File: config.mk
export PLATFORM = sky130hd
export DESIGN_NAME = window_reader_flat
export DESIGN_NICKNAME = d
export VERILOG_FILES = /design/src/rtl/window_reader_if.sv /design/src/rtl/window_reader.sv /design/src/flat_wrapper.sv
export SDC_FILE = /design/constraint.sdc
export NUM_CORES = 2
export LEC_CHECK = 0
export BUFFER_PORTS_ARGS = -buffer_cell sky130_fd_sc_hd__buf_4
export CAP_MARGIN = 20
export CORE_ASPECT_RATIO = 1.25
export CORE_UTILIZATION = 30
export CTS_CLUSTER_SIZE = 24
export DETAILED_ROUTE_END_ITERATION = 12
export GPL_TIMING_DRIVEN = 1
export PLACE_DENSITY = 0.62
export SLEW_MARGIN = 25
export SYNTH_ARGS = -nofsm -noshare
export SYNTH_HDL_FRONTEND = slang
export SYNTH_SLANG_ARGS = --single-unit
File: constraint.sdc
create_clock -name clk_in -period 33.6 [get_ports clk_in]
set_clock_uncertainty 0.05 [all_clocks]
set_input_delay 3.36 -clock clk_in [delete_from_list [all_inputs] [get_ports clk_in]]
set_output_delay 3.36 -clock clk_in [all_outputs]
set_load 0.005 [all_outputs]
File: src/rtl/window_reader_if.sv
// ---------------------------------------------------------------------------
// window_reader_if
// Purpose : streaming handshake bundle between the window reader and its
//           consumer (FIR/LMS datapath, debug dump path).
// Signals : sample - signed streamed sample
//           index  - position of sample within the stream (0..2**IDX_W-1)
//           valid  - sample/index/last carry a beat
//           ready  - consumer accepts the beat when valid && ready
//           last   - marks the final beat of a stream
// Modports: master (reader side), slave (consumer side)
// ---------------------------------------------------------------------------
interface window_reader_if #(
    parameter int WIDTH = 16,
    parameter int IDX_W = 6
);
    logic signed [WIDTH-1:0] sample;
    logic [IDX_W-1:0]        index;
    logic                    valid;
    logic                    ready;
    logic                    last;

    modport master (
        output sample,
        output index,
        output valid,
        output last,
        input  ready
    );

    modport slave (
        input  sample,
        input  index,
        input  valid,
        input  last,
        output ready
    );
endinterface

File: src/rtl/window_reader.sv
// ---------------------------------------------------------------------------
// window_reader
// Purpose : on a start request, snapshots the circular sample window, its
//           write offset and the running norm, then streams the snapshotted
//           samples out in chronological order (or reversed) over a
//           valid/ready handshake. The live window may keep changing while
//           the stream is in progress.
// Ports   : clk_in     - system clock
//           rst_n_in   - asynchronous active-low reset
//           sample_in  - live window array, SAMPLES_SIZE entries of WIDTH bits
//           offset_in  - sampler write offset (index of the oldest entry)
//           norm_in    - live signed running sum of squares
//           start_in   - snapshot-and-stream request (accepted in IDLE only)
//           busy_out   - high from the snapshot until the return to IDLE
//           norm_out   - snapshotted norm, held until the next snapshot
//           done_out   - one-cycle pulse after the final handshake
//           stream     - sample/index/valid/ready/last handshake (master)
// ---------------------------------------------------------------------------
module window_reader #(
    parameter int SAMPLES_SIZE = 64,
    parameter int WIDTH        = 16,
    parameter bit NEWEST_FIRST = 1'b0
) (
    input  logic                                   clk_in,
    input  logic                                   rst_n_in,
    input  logic [SAMPLES_SIZE-1:0][WIDTH-1:0]     sample_in,
    input  logic [$clog2(SAMPLES_SIZE)-1:0]        offset_in,
    input  logic signed [31:0]                     norm_in,
    input  logic                                   start_in,
    output logic                                   busy_out,
    output logic signed [31:0]                     norm_out,
    output logic                                   done_out,
    window_reader_if.master                        stream
);
    localparam int IDX_W = $clog2(SAMPLES_SIZE);
    localparam logic [IDX_W-1:0] ONE    = IDX_W'(1);
    localparam logic [IDX_W-1:0] LAST_K = IDX_W'(SAMPLES_SIZE - 1);

    typedef enum logic [1:0] {
        IDLE,
        STREAM,
        DONE
    } state_t;

    state_t state;
    state_t next_state;

    logic [1:0]                         rst_sync;
    logic                               rst_n;
    logic [SAMPLES_SIZE-1:0][WIDTH-1:0] snap;
    logic [IDX_W-1:0]                   base;
    logic [IDX_W-1:0]                   index_r;
    logic [WIDTH-1:0]                   sample_r;
    logic                               valid_r;
    logic                               last_r;
    logic                               load;
    logic                               advance;
    logic                               finish;
    logic [IDX_W-1:0]                   next_k;
    logic [IDX_W-1:0]                   first_addr;
    logic [IDX_W-1:0]                   next_addr;

    // Reset asserts asynchronously but releases two clocks later, so no flop
    // sees the deassertion close to a clock edge.
    always_ff @(posedge clk_in or negedge rst_n_in) begin
        if (!rst_n_in) begin
            rst_sync <= 2'b00;
        end else begin
            rst_sync <= {rst_sync[0], 1'b1};
        end
    end

    assign rst_n = rst_sync[1];

    // The first beat is read straight from the live array on the snapshot
    // edge, because the snapshot register is not loaded yet at that point.
    // Later beats come from the snapshot. Index arithmetic is IDX_W wide, so
    // it wraps around the circular window for free.
    assign next_k     = index_r + ONE;
    assign first_addr = NEWEST_FIRST ? (offset_in - ONE) : offset_in;
    assign next_addr  = NEWEST_FIRST ? (base - ONE - next_k) : (base + next_k);

    always_ff @(posedge clk_in or negedge rst_n) begin
        if (!rst_n) begin
            state <= IDLE;
        end else begin
            state <= next_state;
        end
    end

    // Next-state and control decode. Start requests outside IDLE are simply
    // dropped; nothing is queued.
    always_comb begin
        next_state = state;
        load       = 1'b0;
        advance    = 1'b0;
        finish     = 1'b0;
        busy_out   = 1'b0;
        done_out   = 1'b0;
        case (state)
            IDLE: begin
                if (start_in) begin
                    load       = 1'b1;
                    next_state = STREAM;
                end
            end
            STREAM: begin
                busy_out = 1'b1;
                if (valid_r && stream.ready) begin
                    if (index_r == LAST_K) begin
                        finish     = 1'b1;
                        next_state = DONE;
                    end else begin
                        advance = 1'b1;
                    end
                end
            end
            DONE: begin
                busy_out   = 1'b1;
                done_out   = 1'b1;
                next_state = IDLE;
            end
            default: begin
                next_state = IDLE;
            end
        endcase
    end

    // Snapshot and output registers. A stalled beat holds every output
    // because none of the branches fires without a handshake.
    always_ff @(posedge clk_in or negedge rst_n) begin
        if (!rst_n) begin
            snap     <= '0;
            base     <= '0;
            norm_out <= '0;
            sample_r <= '0;
            index_r  <= '0;
            valid_r  <= 1'b0;
            last_r   <= 1'b0;
        end else if (load) begin
            snap     <= sample_in;
            base     <= offset_in;
            norm_out <= norm_in;
            sample_r <= sample_in[first_addr];
            index_r  <= '0;
            valid_r  <= 1'b1;
            last_r   <= 1'b0;
        end else if (advance) begin
            sample_r <= snap[next_addr];
            index_r  <= next_k;
            last_r   <= (next_k == LAST_K);
        end else if (finish) begin
            valid_r <= 1'b0;
            last_r  <= 1'b0;
        end
    end

    assign stream.sample = sample_r;
    assign stream.index  = index_r;
    assign stream.valid  = valid_r;
    assign stream.last   = last_r;
endmodule
File: src/flat_wrapper.sv
// flat-port wrapper written by rule: the top's interface ports become plain ports
module window_reader_flat 
#(
    parameter int SAMPLES_SIZE = 64,
    parameter int WIDTH        = 16,
    parameter bit NEWEST_FIRST = 1'b0
)
  (clk_in, rst_n_in, sample_in, offset_in, norm_in, start_in, busy_out, norm_out, done_out, stream_sample, stream_index, stream_valid, stream_last, stream_ready);
  window_reader_if #(.WIDTH(WIDTH)) stream_i ();
  input  logic clk_in;
  input  logic rst_n_in;
  input  logic [SAMPLES_SIZE-1:0][WIDTH-1:0] sample_in;
  input  logic [$clog2(SAMPLES_SIZE)-1:0] offset_in;
  input  logic signed [31:0] norm_in;
  input  logic start_in;
  output logic busy_out;
  output logic signed [31:0] norm_out;
  output logic done_out;
  output wire logic [$bits(stream_i.sample)-1:0] stream_sample;
  output wire logic [$bits(stream_i.index)-1:0] stream_index;
  output wire logic [$bits(stream_i.valid)-1:0] stream_valid;
  output wire logic [$bits(stream_i.last)-1:0] stream_last;
  input wire logic [$bits(stream_i.ready)-1:0] stream_ready;
  assign stream_sample = stream_i.sample;
  assign stream_index = stream_i.index;
  assign stream_valid = stream_i.valid;
  assign stream_last = stream_i.last;
  assign stream_i.ready = stream_ready;
  window_reader #(.SAMPLES_SIZE(SAMPLES_SIZE), .WIDTH(WIDTH), .NEWEST_FIRST(NEWEST_FIRST)) u_core (.clk_in(clk_in), .rst_n_in(rst_n_in), .sample_in(sample_in), .offset_in(offset_in), .norm_in(norm_in), .start_in(start_in), .busy_out(busy_out), .norm_out(norm_out), .done_out(done_out), .stream(stream_i));
endmodule
==> flow_summary.toml <==
[floorplan]
dieArea_mm2 = 0.195
initial_core_util = 0.303
ios = 1124
row_count = 179
coreArea_mm2 = 0.191
die_w_um = 395
die_h_um = 493

[power]
p_leak_nw = 37.2
peakVddDrop_uv = 137
powerDensity_mw_per_mm2 = 112
p_total_mw = 8.18

[clocking]
cts_max_path_buffers = 3
clock-root-buffer = "clkbuf_16"
path_clk_slew_ps = 70
cts_tree = "yes"
numClockSinks = 1090
clk_latency_ps = 790
postCtsSetupRepairBufs = 0
cts_resized = 0
postCtsHoldBufs = 0
cts_made_buffers = 121
cts_max_level = 3

[timing]
grt_setup_unrepaired = "false"
report.final.slew_viol_count = 0
setup_tns_ps = 0
maxSlewHeadroom = 0.204
fin_crit_ps = 7440
finalSetupViolations = 0
tightest_slew_ps = 1160
fmax_ghz = 0.134
hold_viol_final = 0
post-route-period-util = 0.221

[job]
max-cap-violations = 0

[global_route]
grt_usage = 0.283
grt_pass1_wl_mm = 394
antenna_found_initial = 97
grt_pass1_vias = 52900
grt_overflow = 0
grt_max_degree = 190

[detailed_routing]
ant_nets = 0
drc = 0
wl_per_cell_um = 28.1
vias_per_cell = 5.34
dr.pass1.iters = 7
num_vias = 53500
totalWireLength_mm = 281
drtIter0Drc = 5820

[logic_synthesis]
syn_inst = 6426
synth.distinct_cells = 44
synth_area_mm2 = 0.0578
async_reset_ff_frac = 1.00
synth_edf_count = 0
ys_dominant_reg_cell = "dfrtp_1"
yosys_warnings = 0
seq_area_frac_synth = 0.472
ys_ff_latch = 1090
synth_nets = 7504
avgSynthCellArea_um2 = 9.00

[setup_path]
worstPathArrival_ps = 8090
cp_max_fo = 114
crit_path_end_kind = "register"
crit_required_ps = 34250
cp-start-kind = "primary input"
crit_type = "primary input to register"

[final_layout]
area_growth_syn_to_layout_pct = 26.5
multiInputGateArea_mm2 = 0.0288
final_common_cell = "nand2_1"
fill_cells = 19400
layout-drive-gt1-share = 0.234
regArea_mm2 = 0.0273
layout_common_cells = "3397 x nand2_1, 1212 x buf_4, 1089 x dfrtp_1"
fin_nets = 8393

[outcome]
status = "completed"

[place]
gp_congestion = 0.953
dp.final_hpwl_mm = 212
numPortBuffers = 1123

[hold_path]
min_path_type = "register to register"
## sequential cells by signal, summed over array words and instances, names as in the netlist
register,cells
u_core.rst_sync,2
u_core.stream.index,6
u_core.snap,1024
u_core.stream.sample,16
u_core.stream.valid,1
u_core.base,6
u_core.stream.last,1
u_core.norm_out,32
u_core.state,2
## path summary, 6_finish.rpt
path / cells after the start / slack [ps] / endpoint / startpoint
min in group asynchronous: 0 / 380 / u_core.snap[615] / u_core.rst_sync[1]
hold / removal: 0 / 310 / u_core.rst_sync[1] / u_core.rst_sync[0]
setup / recovery: 10 / 26160 / u_core.stream.sample[6] / offset_in[0]
max in group asynchronous: 6 / 28370 / u_core.snap[195] / u_core.rst_sync[1]
hold reg to reg: 0 / 310 / u_core.rst_sync[1] / u_core.rst_sync[0]
setup reg to reg: 12 / 27720 / u_core.stream.sample[14] / u_core.stream.index[0]
## through the flow
stage	std cells	area (um2)	worst slack, ps	hold WS (ps)	util
2_1_floorplan	6426	57800	917	281	-
3_3_place_gp	9724	68600	25600	288	0.359
3_5_place_dp	9725	68600	25490	296	0.360
4_1_cts	9955	72900	26360	314	0.382
5_1_grt	9978	73000	26000	318	0.383
6_report	10000	73100	26160	308	0.383
## cells by family after synthesis
family,share of synthesized area
AO/OA/AOI/OAI,0.0627
XOR/XNOR,0.00136
adder cells (fa/ha/maj),0.00273
buffers and inverters,0.0359
flip-flops,0.472
multiplexers,0.194
other,0.0000649
AND/OR/NAND/NOR,0.232
## layer usage
layer,GRT usage,share of wire,vias to the layer above
li1,-,-,23300
met1,0.368,0.40,26700
met2,0.420,0.43,2992
met3,0.0931,0.11,514
met4,0.140,0.054,48
met5,0,0.0012,-
## cells in the mapped netlist, types with 4 or more instances
cell      instances  area share
mux4_2          256        0.10
clkbuf_1        339       0.022
nand2_1        3399        0.22
xnor2_1           6     0.00091
o31ai_1          16      0.0021
o21ai_0           4     0.00035
or3_1             4     0.00043
nand3_1          86      0.0074
mux2i_1         544       0.094
a31oi_1          32      0.0035
a21oi_1         135       0.012
inv_1             5     0.00032
buf_6            12      0.0023
buf_4            42      0.0055
ha_1             11      0.0024
nor3_1            4     0.00035
a22oi_1         257       0.033
buf_2            53      0.0046
buf_1            19      0.0012
a32oi_1          32      0.0048
o41ai_1          32      0.0048
dfrtp_1        1090        0.47
nor2_1           11     0.00071
## area by class of cell
class,instances,share of cell area
antenna,56,0.00192
clock buffer,164,0.0474
inverter,5,0.000257
multi-input combinational,4866,0.393
clock inverter,66,0.0117
tap,2534,0.0434
timing repair buffer,1231,0.129
sequential,1090,0.373
## critical path: stages
cell     delay (ps)
buf_8           570
buf_12          670
buf_4           830
buf_12          620
mux2i_1         160
a22oi_1         420
a21oi_1         270
o41ai_1         350
nand3_1         130
o31ai_1         240
## where the power goes
| part | switching [mW] | internal [mW] |
|---|---|---|
| clock network | 0.617 | 0.840 |
| logic | 2.76 | 1.62 |
| registers | 0.368 | 1.98 |
Note: power is estimated with default switching activity, not from simulation.
